## src/rtl/stage_mem_pkg.sv

```systemverilog
// Shared ISA constants, state encoding and register-write decode helpers for the
// memory stage. Instruction fields live in bits [15:0] of the instruction word.
package stage_mem_pkg;

    localparam int WORD_SIZE_DEFAULT = 16;

    localparam logic [3:0] OP_BNE   = 4'd0;
    localparam logic [3:0] OP_BEQ   = 4'd1;
    localparam logic [3:0] OP_BGZ   = 4'd2;
    localparam logic [3:0] OP_BLZ   = 4'd3;
    localparam logic [3:0] OP_ADI   = 4'd4;
    localparam logic [3:0] OP_ORI   = 4'd5;
    localparam logic [3:0] OP_LHI   = 4'd6;
    localparam logic [3:0] OP_LWD   = 4'd7;
    localparam logic [3:0] OP_SWD   = 4'd8;
    localparam logic [3:0] OP_JMP   = 4'd9;
    localparam logic [3:0] OP_JAL   = 4'd10;
    localparam logic [3:0] OP_RTYPE = 4'd15;

    localparam logic [5:0] FUNC_ADD = 6'd0;
    localparam logic [5:0] FUNC_SUB = 6'd1;
    localparam logic [5:0] FUNC_AND = 6'd2;
    localparam logic [5:0] FUNC_ORR = 6'd3;
    localparam logic [5:0] FUNC_NOT = 6'd4;
    localparam logic [5:0] FUNC_TCP = 6'd5;
    localparam logic [5:0] FUNC_SHL = 6'd6;
    localparam logic [5:0] FUNC_SHR = 6'd7;
    localparam logic [5:0] FUNC_JPR = 6'd25;
    localparam logic [5:0] FUNC_JRL = 6'd26;
    localparam logic [5:0] FUNC_WWD = 6'd28;
    localparam logic [5:0] FUNC_HLT = 6'd29;
    localparam logic [5:0] FUNC_ENI = 6'd30;
    localparam logic [5:0] FUNC_DSI = 6'd31;

    // BNE r0,r0 can never be taken and writes nothing: a true no-op.
    localparam logic [15:0] INST_NOP = {OP_BNE, 12'h000};

    typedef enum logic {
        IDLE = 1'b0,
        BUSY = 1'b1
    } state_t;

    function automatic logic writes_reg(input logic [3:0] opcode, input logic [5:0] func);
        logic w;
        w = 1'b0;
        case (opcode)
            OP_ADI, OP_ORI, OP_LHI, OP_LWD, OP_JAL: w = 1'b1;
            OP_RTYPE: w = (func <= FUNC_SHR) || (func == FUNC_JRL);
            default:  w = 1'b0;
        endcase
        return w;
    endfunction

    function automatic logic [1:0] dest_reg(input logic [3:0] opcode, input logic [5:0] func,
                                            input logic [1:0] rt, input logic [1:0] rd);
        logic [1:0] r;
        r = rt;
        if (opcode == OP_JAL || (opcode == OP_RTYPE && func == FUNC_JRL))
            r = 2'd2;
        else if (opcode == OP_RTYPE)
            r = rd;
        return r;
    endfunction

endpackage

```

## src/rtl/stage_mem_dmem_handshake.sv

```systemverilog
// Data-memory request FSM: captures the request on entry, holds it until d_ack,
// and produces the pipeline stall.
module dmem_handshake
    import stage_mem_pkg::*;
#(
    parameter int WORD_SIZE = WORD_SIZE_DEFAULT
) (
    input  logic                 clk,
    input  logic                 reset_n,
    input  logic                 mem_op_i,
    input  logic                 write_i,
    input  logic [WORD_SIZE-1:0] addr_i,
    input  logic [WORD_SIZE-1:0] wdata_i,
    input  logic                 d_ack_i,
    output logic                 d_req_o,
    output logic                 d_we_o,
    output logic [WORD_SIZE-1:0] d_address_o,
    output logic [WORD_SIZE-1:0] d_wdata_o,
    output logic                 stall_o,
    output logic                 done_o
);

    state_t               state_q, state_d;
    logic [WORD_SIZE-1:0] addr_q, addr_d;
    logic [WORD_SIZE-1:0] wdata_q, wdata_d;
    logic                 we_q, we_d;
    logic                 busy;

    always_ff @(posedge clk or negedge reset_n) begin
        if (!reset_n) begin
            state_q <= IDLE;
            addr_q  <= '0;
            wdata_q <= '0;
            we_q    <= 1'b0;
        end else begin
            state_q <= state_d;
            addr_q  <= addr_d;
            wdata_q <= wdata_d;
            we_q    <= we_d;
        end
    end

    always_comb begin
        state_d = state_q;
        addr_d  = addr_q;
        wdata_d = wdata_q;
        we_d    = we_q;
        case (state_q)
            IDLE: begin
                if (mem_op_i) begin
                    state_d = BUSY;
                    addr_d  = addr_i;
                    wdata_d = write_i ? wdata_i : '0;
                    we_d    = write_i;
                end
            end
            BUSY: begin
                if (d_ack_i)
                    state_d = IDLE;
            end
            default: state_d = IDLE;
        endcase
    end

    assign busy        = (state_q == BUSY);
    assign d_req_o     = busy;
    assign d_we_o      = busy & we_q;
    assign d_address_o = busy ? addr_q : '0;
    assign d_wdata_o   = busy ? wdata_q : '0;
    assign done_o      = busy & d_ack_i;
    // Gated by reset_n so stall drops the instant reset asserts.
    assign stall_o     = reset_n & ((~busy & mem_op_i) | (busy & ~d_ack_i));

endmodule

```

## src/rtl/stage_mem.sv

```systemverilog
// MEM pipeline stage: MEM/WB latch around the dmem_handshake request FSM.
// Optional EX forwarding outputs are built when STAGE_MEM_FWD_EN is defined.
module stage_mem
    import stage_mem_pkg::*;
#(
    parameter int WORD_SIZE = WORD_SIZE_DEFAULT
) (
    input  logic                 clk,
    input  logic                 reset_n,
    input  logic                 in_valid,
    input  logic [WORD_SIZE-1:0] in_instruction,
    input  logic [WORD_SIZE-1:0] in_aluOut,
    input  logic [WORD_SIZE-1:0] in_storeData,
    output logic                 stall,
    output logic                 d_req,
    output logic                 d_we,
    output logic [WORD_SIZE-1:0] d_address,
    output logic [WORD_SIZE-1:0] d_wdata,
    input  logic [WORD_SIZE-1:0] d_rdata,
    input  logic                 d_ack,
    output logic                 wb_valid,
    output logic [WORD_SIZE-1:0] wb_instruction,
    output logic [WORD_SIZE-1:0] wb_m_data,
`ifdef STAGE_MEM_FWD_EN
    output logic                 fwd_valid,
    output logic [1:0]           fwd_addr,
    output logic [WORD_SIZE-1:0] fwd_data,
`endif
    output logic [WORD_SIZE-1:0] wb_aluOut
);

    logic [3:0]           in_opcode;
    logic                 is_load, is_store, mem_op, mem_done;
    logic                 wb_valid_q, wb_valid_d;
    logic [WORD_SIZE-1:0] wb_instr_q, wb_instr_d;
    logic [WORD_SIZE-1:0] wb_m_data_q, wb_m_data_d;
    logic [WORD_SIZE-1:0] wb_alu_q, wb_alu_d;

    assign in_opcode = in_instruction[15:12];
    assign is_load   = (in_opcode == OP_LWD);
    assign is_store  = (in_opcode == OP_SWD);
    assign mem_op    = in_valid & (is_load | is_store);

    dmem_handshake #(.WORD_SIZE(WORD_SIZE)) u_handshake (
        .clk        (clk),
        .reset_n    (reset_n),
        .mem_op_i   (mem_op),
        .write_i    (is_store),
        .addr_i     (in_aluOut),
        .wdata_i    (in_storeData),
        .d_ack_i    (d_ack),
        .d_req_o    (d_req),
        .d_we_o     (d_we),
        .d_address_o(d_address),
        .d_wdata_o  (d_wdata),
        .stall_o    (stall),
        .done_o     (mem_done)
    );

    // Bubbles while stalled so writeback sees each instruction exactly once.
    always_comb begin
        wb_valid_d  = wb_valid_q;
        wb_instr_d  = wb_instr_q;
        wb_m_data_d = wb_m_data_q;
        wb_alu_d    = wb_alu_q;
        if (stall) begin
            wb_valid_d = 1'b0;
            wb_instr_d = WORD_SIZE'(INST_NOP);
        end else begin
            wb_valid_d = in_valid;
            wb_instr_d = in_instruction;
            wb_alu_d   = in_aluOut;
            if (mem_done && is_load)
                wb_m_data_d = d_rdata;
        end
    end

    always_ff @(posedge clk or negedge reset_n) begin
        if (!reset_n) begin
            wb_valid_q  <= 1'b0;
            wb_instr_q  <= WORD_SIZE'(INST_NOP);
            wb_m_data_q <= '0;
            wb_alu_q    <= '0;
        end else begin
            wb_valid_q  <= wb_valid_d;
            wb_instr_q  <= wb_instr_d;
            wb_m_data_q <= wb_m_data_d;
            wb_alu_q    <= wb_alu_d;
        end
    end

    assign wb_valid       = wb_valid_q;
    assign wb_instruction = wb_instr_q;
    assign wb_m_data      = wb_m_data_q;
    assign wb_aluOut      = wb_alu_q;

`ifdef STAGE_MEM_FWD_EN
    logic [3:0] wb_opcode;
    logic [5:0] wb_func;
    assign wb_opcode = wb_instr_q[15:12];
    assign wb_func   = wb_instr_q[5:0];
    assign fwd_valid = wb_valid_q & writes_reg(wb_opcode, wb_func);
    assign fwd_addr  = dest_reg(wb_opcode, wb_func, wb_instr_q[9:8], wb_instr_q[7:6]);
    assign fwd_data  = (wb_opcode == OP_LWD) ? wb_m_data_q : wb_alu_q;
`endif

endmodule

```

## config.mk

```make
export PLATFORM = sky130hd
export DESIGN_NAME = stage_mem
export DESIGN_NICKNAME = d
export VERILOG_FILES = /design/src/rtl/stage_mem_pkg.sv /design/src/rtl/stage_mem_dmem_handshake.sv /design/src/rtl/stage_mem.sv
export SDC_FILE = /design/constraint.sdc
export NUM_CORES = 1
export LEC_CHECK = 0
export ABC_AREA = 1
export CAP_MARGIN = 20
export CORE_ASPECT_RATIO = 1.1
export CORE_MARGIN = 5
export CORE_UTILIZATION = 25
export CTS_CLUSTER_SIZE = 10
export DETAILED_ROUTE_END_ITERATION = 8
export SETUP_SLACK_MARGIN = 0.5
export SLEW_MARGIN = 20
export SYNTH_ARGS = -nofsm -noshare
export SYNTH_HDL_FRONTEND = slang
export SYNTH_SLANG_ARGS = --single-unit
```

## constraint.sdc

```tcl
create_clock -name clk -period 1.74 [get_ports clk]
set_input_delay 0.348 -clock clk [delete_from_list [all_inputs] [get_ports clk]]
set_output_delay 0.348 -clock clk [all_outputs]
set_load 0.01 [all_outputs]
```

Word-level counts from Yosys, hierarchy flattened
Index checks and enable logic that the tools add are counted.

operators by class
  equality and inequality tests = 2
  multiplexer cells = 8
  reductions and logical operators = 3
  bitwise logic cells = 11

operators with widths
  kind                  number
  $mux W16              4
  $and A1 B1 Y1         6
  $eq A4 B3 Y1 const B  1
  $eq A4 B4 Y1 const B  1
  $reduce_and A2 Y1     2
  $mux W1               3
  $not A1 Y1            3
  $or A1 B1 Y1          2
  $pmux W1 S2           1
  $logic_and A1 B1 Y1   1

storage, ports and cells
  input bits = 68
  logic and storage cells = 32
  bits in registers = 83
  output and inout port bits = 84

Longest topological paths before layout
  word-level depth = 8
  gate-level depth with buffers = 8

Cells and area by module
Synthesis repeated with hierarchy kept, for this count alone.

unflattened totals
  cells, all modules = 421
  area, all modules = 3712.3 um^2

modules (own cells, without submodules)
  module          cells an instance  instances  seq. area each (um^2)  area an instance (um^2)
  stage_mem       167                1          1226.2                 1886.8
  dmem_handshake  254                1          850.8                  1825.5

Least setup slack after synthesis
Ideal clock, no wire load.

  path type = reg-to-output
  from = register u_handshake.state_q (netlist: u_handshake.d_req_o)
  to = output stall
  data arrival time = 1.274 ns
  setup slack = 0.118 ns
  data required time = 1.392 ns
  stages on the path, launching flop included = 8
  path through = dfrtp_1 > buf_6 > nor2_4 > nand3_4 > nand3_4 > nand2_4 > inv_6 > buf_8

on the way
  longest elaborated chain between the ends = 4
  elaborated cells on any way between the ends = 5

RTL lines
  item                    RTL line                        text
  start, declared         stage_mem_dmem_handshake.sv:23  state_t state_q, state_d;
  start signal, assigned  stage_mem_dmem_handshake.sv:36  state_q <= state_d;
  $not A1 Y1 (no line)    -
  $and A1 B1 Y1           stage_mem_dmem_handshake.sv:72  assign stall_o = reset_n & ((~busy & mem_op_i) | (busy & ~d_ack_i));
  $or A1 B1 Y1 *          stage_mem_dmem_handshake.sv:72
  $and A1 B1 Y1 *         stage_mem_dmem_handshake.sv:72
  end, declared           stage_mem.sv:14                 output logic stall,

Mark *: on every way between the ends. The rest lies on a longest branch, timed or not.

Worst setup path in the final report
  from = input in_valid
  to = register u_handshake.addr_q[8]

on the way
  longest elaborated chain between the ends = 2

RTL lines
  item                         RTL line                        text
  start, declared              stage_mem.sv:10                 input logic in_valid,
  $and A1 B1 Y1                stage_mem.sv:42                 assign mem_op = in_valid & (is_load | is_store);
  $reduce_and A2 Y1 (no line)  -
  end signal, assigned         stage_mem_dmem_handshake.sv:37  addr_q <= addr_d;
  end, declared                stage_mem_dmem_handshake.sv:24  logic [WORD_SIZE-1:0] addr_q, addr_d;

No other way between the ends.
A chain may end at the register's enable or synchronous reset.

==> reports/metrics.yaml <==
outcome: "finished with violations"
violations: "negative setup slack"
grt_overflow: 0
ys_ff_latch: 83
place_inst: 754
hp-class: "primary input to asynchronous set/reset pin"
core_area_um2: 13800
cts_hold_buffers: 0
rr_worst_depth: 12
hold_violations: 0
wl_per_cell_um: 14.6
r2r_setup_slack_ns: -0.10
fillers: 1330
cts_root_buf: "clkbuf_16"
diodes: 0
dieArea_um2: 16500
nets: 688
syn_inst: 410
syn_area_um2: 3500
worst_slew_margin_rel: 0.642
viasPerCell: 4.17
synth.largest_area_cell: "dfrtp_1"
crit_fanout: 5
critical_path_class: "primary input to flop"
syn-num-nets: 478
port_buffers: 151
tritoncts: "built"
final_common_cell: "nand2_1"
end_kind: "flop"
area_growth_pct: 81.0
grt_pass1_wl_um: 17500
worst_slack_ns: -0.105
layout_common_cells: "111 x nand2_1, 84 x inv_1, 82 x dfrtp_1"
r2r-end: "u_handshake.addr_q[8]$_DFFE_PN0P_"
first_global_vias: 3441
rows: 45
vdd_drop_max_mv: 0.393
finalCritPeriodShare: 1.06
synthTopCellsByArea: "dfrtp_1 59%, nand2_1 16%, inv_1 9.0%"
htreeDepth: 3
fin_crit_ns: 1.85
cts.sinks: 83
cts_made_buffers: 9
firstDrtPassIters: 4
antenna_found_initial: 0
worstPathRequired_ns: 1.97
cp.arrival_ns: 2.08
grtUsageTotal: 0.136
fin_worst_skew_ns: 0.00333
grt_max_degree: 100
fin_cells: 813
clock_path_buffers: 2
synth_top_area_share: 0.593
routed_wl_um: 11800
r2r-start: "u_handshake.d_req_o$_DFF_PN0_"
ys_seq_area_frac: 0.593
gp_congestion: 0.751
insertion_delay_ns: 0.34
fp.dieW_um: 123
startpoint_type: "primary input"
drv_slew: 0
fmax_mhz: 542
hold_ws_ns: 0.107
rsz0062_at_grt: "true"
start_util: 0.254
drc: 0
cts.clk_slew.worst_paths_ns: 0.06
dp_hpwl_um: 7640
ant_nets: 0
ys_types: 22
ys.warnings.count: 0
maxCapViolCount: 0
drive_above_1_share: 0.405
syn_area_per_cell_um2: 8.54
worst_slew_pin_slew_ns: 0.536
finalSetupViolCount: 39
first_iter_violations: 109
vias: 3393
die_y_um: 134
ioPinCount: 152
cellPowerDensity_nw_per_um2: 855
leakage_nw: 3.53
-- what timing repair did --
action,4_1_cts,5_1_grt
pin swaps,5,21
setup endpoints to repair,166,141
endpoints found under the hold margin,0,0
gates cloned,6,5
gates resized for setup,371,121
setup buffers,13,19
-- per-stage QoR --
stage	setup TNS, ns	util	area (µm²)	setup slack, ns	power (mW)
3_5_place_dp	-13.15	0.388	5350	-0.541	3.23
3_3_place_gp	-9.46	0.388	5350	-0.501	3.20
6_report	-1.80	0.460	6340	-0.105	5.42
4_1_cts	-0.780	0.412	5680	-0.0832	5.30
2_1_floorplan	0	-	3500	0.120	2.65
5_1_grt	-5.10	0.460	6340	-0.160	5.70
-- power breakdown --
| part | switching [mW] | internal [mW] | leakage (nW) |
|---|---|---|---|
| Clock | 0.749 | 1.33 | 0.159 |
| Combinational | 0.481 | 0.535 | 2.33 |
| Sequential | 0.155 | 2.17 | 1.04 |
| Total | 1.38 | 4.04 | 3.53 |
-- cells in the mapped netlist (all sizes together) --
master	count
dfrtp	83
clkbuf	7
nand2	151
nand4	1
inv	86
o21ai	32
nor2	21
buf	10
nand3	19
-- layout make-up --
| cell class | count | area (µm²) | area share |
|---|---|---|---|
| well taps | 188 | 235 | 0.0371 |
| inverters | 86 | 340 | 0.0537 |
| clock buffers | 12 | 256 | 0.0404 |
| multi-input cells | 224 | 1290 | 0.204 |
| flip-flops and latches | 83 | 2080 | 0.328 |
| repair buffers | 216 | 2070 | 0.326 |
| clock inverters | 4 | 72.6 | 0.0114 |
-- worst max path at each step --
stage / start / to / slack, ns
after CTS: u_handshake.d_req_o$_DFF_PN0_ / stall / -0.08
after detailed placement: in_instruction[12] / stall / -0.54
after global routing: u_handshake.d_req_o$_DFF_PN0_ / u_handshake.addr_q[8]$_DFFE_PN0P_ / -0.16
after global placement: in_instruction[12] / stall / -0.50
final: in_valid / u_handshake.addr_q[8]$_DFFE_PN0P_ / -0.11
after floorplan: u_handshake.d_req_o$_DFF_PN0_ / stall / 0.12
-- registers in the layout, summed over array words and instances (netlist names) --
register,flops
u_handshake.wdata_q,16
u_handshake.addr_q,16
wb_aluOut,16
wb_valid,1
u_handshake.d_req_o,1
wb_m_data,16
wb_instruction,16
u_handshake.we_q,1
-- layer usage --
layer,GRT usage,part of all wire,vias up
met5,0,0,-
met4,0.0554,0.017,0
met3,0.0485,0.086,14
met2,0.215,0.48,126
met1,0.168,0.42,1628
li1,-,-,1625
-- kinds of logic after synthesis --
group | share of synthesized area
simple gates | 0.233
buf+inv | 0.128
flops | 0.593
compound gates | 0.0457
-- critical path, cell delays in order --
cell	delay, ns
clkdlybuf4s50_1	0.46
inv_1	0.08
nor2_4	0.18
nand3_4	0.11
buf_6	0.13
buf_6	0.10
buf_6	0.12
nand2_8	0.08
clkinv_8	0.08
buf_12	0.14
clkbuf_16	0.14
nand2_1	0.05
nand2_1	0.04
No activity file was read; power rests on OpenSTA's default activity.
==> RTL edit 1: new RTL, config.mk and constraints unchanged <==
The option `STAGE_MEM_FWD_EN` is turned on by a define.
--- a/src/rtl/stage_mem.sv
+++ b/src/rtl/stage_mem.sv
@@ -2,2 +2,4 @@
 // Optional EX forwarding outputs are built when STAGE_MEM_FWD_EN is defined.
+`define STAGE_MEM_FWD_EN
+
 module stage_mem
Behaviour (old outputs only; new: fwd_addr, fwd_data and fwd_valid): unchanged (Yosys induction, for registers that start in step).
==> RTL edit 1 against the unedited design <==
  * The run still ends with negative setup slack left
  * Die area up 8.4%
  * Sequential power rose by 5%
  * Worst hold slack gained 0.032 ns
  * Synthesized area is 9.1% higher
  * Clock skew is 0.0025 ns higher
  * Worst setup slack lost 0.28 ns
  * Count of clock-buffer cells in the layout is 3 lower
  * Total power rose by 9.0%
  * Sequential cell count is the same
  * Design area increased by 27%
  * Cell count is 15% higher
  * Wire length is 30% higher
  * Critical path type is now flip-flop to output pin
  * Critical endpoint is now fwd_data[9]
  * Largest cell class is now buffers
  * Largest power group unchanged
==> RTL edit 1: results (changes against the unedited design) <==
CTS
  – CTS clk-pin slew, worst paths: 0.06 ns (about the same)
  – Max H-tree Level: 3 (unchanged)
  – Clock latency reported for the late side of the worst-skew pair: 0.34 ns (about the same)
  – CTS max path bufs: 2 (unchanged)
  – Total CTS buffers: 9 (unchanged)
  – Clock root buffer: clkbuf_16 (unchanged)

Finish
  – Count of antenna diodes in the layout: 0 (unchanged)
  – Number of nets at the end of the flow: 805 (was 688)
  – Proportion of layout cells with a drive suffix above 1: 61.1% (was 40.5%)
  – Fillers: 1363 (was 1330)

Logic synthesis
  – Top cells by area, synth: dfrtp_1, nand2_1, inv_1 (unchanged)
  – Synthesis Warnings: 0 (unchanged)
  – Sequential share of the synthesized area: 54.3% (was 59.3%)
  – Number of nets in the synthesized netlist: 526 (was 478)
  – Number of distinct library cell variants in the gate-level netlist after synthesis: 27 (was 22)
  – Top cells by count, synth: nand2_1, inv_1, dfrtp_1, nand3_1, o21ai_0 (was nand2_1, inv_1, dfrtp_1, o21ai_0, nand3_1)
  – Async SR Flop Fraction: 100% (unchanged)

Setup path
  – Cells on worst reg2reg path: 13 (was 12)
  – Delay contributed by the slowest stage of the critical path: 0.43 ns (was 0.46 ns)
  – Worst-path cell with the longest stage delay: dfrtp_1 (was clkdlybuf4s50_1)
  – Setup slack, reg-to-reg: -0.15 ns (was -0.10 ns)
  – Data arrival time of the worst path: 1.78 ns (was 2.08 ns)
  – Category of cells accounting for the largest share of critical-path delay: flip-flops (was buffers and inverters)
  – CP max FO: 6 (was 5)

Placement
  – Placer Congestion: 0.842 (was 0.751)
  – Estimated wirelength of the detail-placed design: 9200 microns (was 7640 microns)
  – Number of buffers added on ports: 170 (was 151)

Outcome
  – Outcome: complete, but fails checks (unchanged)
  – Failing checks: negative setup slack (unchanged)

Power and ir drop
  – Worst supply voltage drop on vdd: 0.387 mV (was 0.393 mV)
  – Leakage power total: 4.36 nW (was 3.53 nW)

Route
  – Vias per inst: 4.36 (was 4.17)
  – DR pass1 iterations: 4 (unchanged)
  – Total DRC errors in the routed layout: 0 (unchanged)
  – Number of DRC markers in iteration 0: 109 (unchanged)
  – WL per Instance: 16.4 microns (was 14.6 microns)

GRT
  – Antenna violations before repair: 0 (unchanged)
  – First-pass GRT wire length: 21600 microns (was 17500 microns)
  – Pin count of the biggest net entering global routing: 100 (unchanged)
  – Tot GR Track Use: 15.4% (was 13.6%)
  – Vias in the first global route: 4096 (was 3441)

Timing
  – Crit path setup slack, layout: -0.384 ns (was -0.105 ns)
  – Rel. slew slack: 64.7% (was 64.2%)
  – Setup violation total in the final timing report: 85 (was 39)
  – Maximum clock skew at final layout: 0.00582 ns (was 0.00333 ns)
  – Setup TNS: -13.03 ns (was -1.80 ns)

Worst hold path
  – Type of the tightest min-delay check: primary input to async pin (unchanged)
-- RTL edit 1: worst register-to-register path, delay by kind of cell (launching register included) --
kind | cells | cell delay, ns
AO/OA/AOI/OAI | 1 | 0.05
flip-flops | 1 | 0.40
buffers and inverters | 8 | 0.93
AND/OR/NAND/NOR | 4 | 0.40
-- RTL edit 1: where the power goes --
group	total [mW]	switching [mW]	internal (mW)
Clock	1.84	0.854	0.987
Sequential	2.44	0.271	2.17
Combinational	1.63	0.692	0.935
-- RTL edit 1: worst paths after layout --
path | start | end
min | reset_n | u_handshake.wdata_q[8]
min in group clk | in_instruction[15] | wb_instruction[15]
max reg2reg | u_handshake.d_req_o | u_handshake.wdata_q[10]
max in group asynchronous | reset_n | wb_aluOut[12]
max | wb_instruction[15] | fwd_data[9]
min reg2reg | u_handshake.addr_q[8] | u_handshake.addr_q[8]
-- RTL edit 1: cell families (layout without fill, tap and decap cells) --
logic type             count (synthesis)  count (layout)  synth area share [%]
and+or+nand+nor                      211             212                  23.5
buffers and inverters                112             395                  12.7
DFF                                   83              83                  54.3
muxes                                 16              16                  4.71
AOI/OAI and AO/OA                     36              36                  4.81
-- RTL edit 1: timing repair --
action	CTS	global route
endpoints found under the hold margin	0	0
setup endpoints to repair	185	186
gates resized for setup	588	275
buffers inserted	48	28
pin swaps	11	24
cloned	3	7
-- RTL edit 1: stage by stage --
stage               setup slack, ns  cell area, sq um  power (mW)  hold WS, ns  instances
global route                 -0.463              8080        6.19        0.184        938
CTS                          -0.340              6950        5.56        0.165        903
detailed placement           -0.545              6000        3.48        0.462        836
floorplan                     0.120              3930        2.78       0.0524        458
finish                       -0.384              8080        5.91        0.139        938
global placement             -0.499              6000        3.45        0.460        836
-- RTL edit 1: layout make-up --
type                            instances  area [sq um]  area share (%)
Clock buffer                            9           225            2.79
Clock inverter                          7          58.8           0.728
Inverter                               94           387            4.78
Multi-Input combinational cell        264          2020            25.0
Sequential cell                        83          2080            25.7
Tap cell                              196           245            3.03
Timing Repair Buffer                  283          3020            37.4
Timing Repair inverter                  2          46.3           0.573
-- RTL edit 1: metal layers --
| metal | part of all wire (%) | track usage (%) | wire [microns] | vias up |
|---|---|---|---|---|
| li1 | - | - | - | 1923 |
| met1 | 41 | 19.2 | 6310 | 2007 |
| met3 | 7.0 | 4.71 | 1080 | 18 |
| met4 | 1.5 | 5.14 | 227 | 0 |
| met2 | 50 | 25.2 | 7730 | 137 |
| met5 | 0 | 0 | 0 | - |
==> RTL edit 2: new RTL, config.mk and constraints unchanged <==
Without the edit above. Reset style: synchronous (`reset_n`), changed in 2 clocked blocks.
--- a/src/rtl/stage_mem_dmem_handshake.sv
+++ b/src/rtl/stage_mem_dmem_handshake.sv
@@ -28,3 +28,3 @@
 
-    always_ff @(posedge clk or negedge reset_n) begin
+    always_ff @(posedge clk) begin
         if (!reset_n) begin
--- a/src/rtl/stage_mem.sv
+++ b/src/rtl/stage_mem.sv
@@ -77,3 +77,3 @@
 
-    always_ff @(posedge clk or negedge reset_n) begin
+    always_ff @(posedge clk) begin
         if (!reset_n) begin
Check against the original RTL: differs if reset_n is asserted again (counterexample within 4 cycles, from zero or initial values and one cycle with reset_n low); with reset_n held inactive, the same outputs for 10 cycles.
==> RTL edit 2 against the unedited design <==
  * Wire length decreased by 5.9%
  * Sequential cell count unchanged
  * Worst setup slack improved by 0.15 ns
  * Design area decreased by 13%
  * Synthesized area decreased by 3.9%
  * Total power decreased by 19%
  * Clock power decreased by 9%
  * Fmax increased by 9.1%
  * Die area decreased by 3.6%
  * Worst hold slack improved by 0.15 ns
==> RTL edit 2: results (changes against the unedited design) <==
Outcome
  – Outcome: finished clean (was complete, but fails checks)

Logic synthesis
  – Number of distinct library cell variants in the gate-level netlist after synthesis: 19 (was 22)
  – Most common flop cell mapped by yosys: dfxtp_1 (was dfrtp_1)
  – Sequential share of the synthesized area: 49.4% (was 59.3%)
  – Top cells by area, synth: dfxtp_1, nand2_1, inv_1 (was dfrtp_1, nand2_1, inv_1)
  – Average cell area after synthesis: 6.87 sq um (was 8.54 sq um)
  – Top cells by count, synth: nand2_1, inv_1, nor2_1, dfxtp_1 (was nand2_1, inv_1, dfrtp_1, o21ai_0, nand3_1)
  – Async SR Flop Fraction: 0% (was 100%)
  – Number of nets in the synthesized netlist: 558 (was 478)

Route
  – Vias per inst: 4.25 (was 4.17)
  – WL final: 11100 microns (was 11800 microns)
  – Vias after detailed routing: 3513 (was 3393)
  – Number of DRC markers in iteration 0: 150 (was 109)

Placement
  – Estimated wirelength of the detail-placed design: 7610 microns (was 7640 microns)
  – Placed cell count: 793 (was 754)
  – Placer Congestion: 0.826 (was 0.751)

GRT
  – Vias in the first global route: 3632 (was 3441)
  – Pin count of the biggest net entering global routing: 36 (was 100)

Power and ir drop
  – Power of the clock network: 1.89 mW (was 2.08 mW)
  – Sequential share of power: 45.5% (was 42.9%)
  – Leakage power total: 3.01 nW (was 3.53 nW)
  – Net load switching power: 0.979 mW (was 1.38 mW)

Setup path
  – Worst flop-to-flop path startpoint: u_handshake.d_req_o (unchanged)
  – Worst r2r dst: u_handshake.addr_q[12] (was u_handshake.addr_q[8])
  – Worst-path cell with the longest stage delay: dfxtp_4 (was clkdlybuf4s50_1)
  – Kind of launch point of the worst setup path: flip-flop (was primary input)
  – Delay contributed by the slowest stage of the critical path: 0.34 ns (was 0.46 ns)
  – Data arrival time of the worst path: 1.34 ns (was 2.08 ns)

Timing
  – Maximum clock skew at final layout: 0.00445 ns (was 0.00333 ns)
  – Rel. slew slack: 74.2% (was 64.2%)

Finish
  – Proportion of layout cells with a drive suffix above 1: 26.7% (was 40.5%)
  – Fillers: 1376 (was 1330)

Worst hold path
  – Type of the tightest min-delay check: primary input to flip-flop (was primary input to async pin)
[RTL edit 2: through the flow]
| stage | setup slack [ns] | total power [mW] | cell area, sq um |
|---|---|---|---|
| finish | 0.0485 | 4.41 | 5520 |
| global route | -0.0390 | 4.63 | 5520 |
| CTS | 0.0254 | 4.48 | 5390 |
| detailed placement | -0.564 | 2.56 | 5120 |
| floorplan | 0.192 | 2.22 | 3380 |
| global placement | -0.527 | 2.55 | 5120 |
[RTL edit 2: what timing repair did]
| item | in CTS | in global routing |
|---|---|---|
| setup buffers | 9 | 1 |
| gates cloned | 5 | 4 |
| resized for setup | 360 | 49 |
| setup endpoints to repair | 165 | 127 |
| pin swaps | 8 | 1 |
[RTL edit 2: worst max path at each step]
stage,from,end,slack (ns)
2_1_floorplan,u_handshake.d_req_o,stall,0.19
4_1_cts,u_handshake.d_req_o,stall,0.03
5_1_grt,u_handshake.d_req_o,stall,-0.04
3_3_place_gp,in_instruction[13],stall,-0.53
6_report,u_handshake.d_req_o,d_address[4],0.05
3_5_place_dp,in_instruction[13],stall,-0.56
[RTL edit 2: final cells by class]
class	instances	share of cell area [%]
multi-input cells	293	23.6
well taps	161	3.65
flip-flops and latches	83	30.3
clock buffers	13	4.72
clock inverters	2	0.635
repair buffers	187	31.1
inverters	88	5.99
[RTL edit 2: layer usage]
| layer | routed length [microns] | GRT usage [%] | vias up |
|---|---|---|---|
| li1 | - | - | 1785 |
| met1 | 4690 | 15.2 | 1590 |
| met2 | 5250 | 23.2 | 121 |
| met3 | 965 | 5.16 | 17 |
| met4 | 239 | 5.86 | 0 |
| met5 | 0 | 0 | - |
[RTL edit 2: cells by family after synthesis]
logic type             Yosys count  synth area share [%]
AOI/OAI and AO/OA               17                  2.53
buffers and inverters          114                  14.3
DFF                             83                  49.4
and+or+nand+nor                276                  33.8
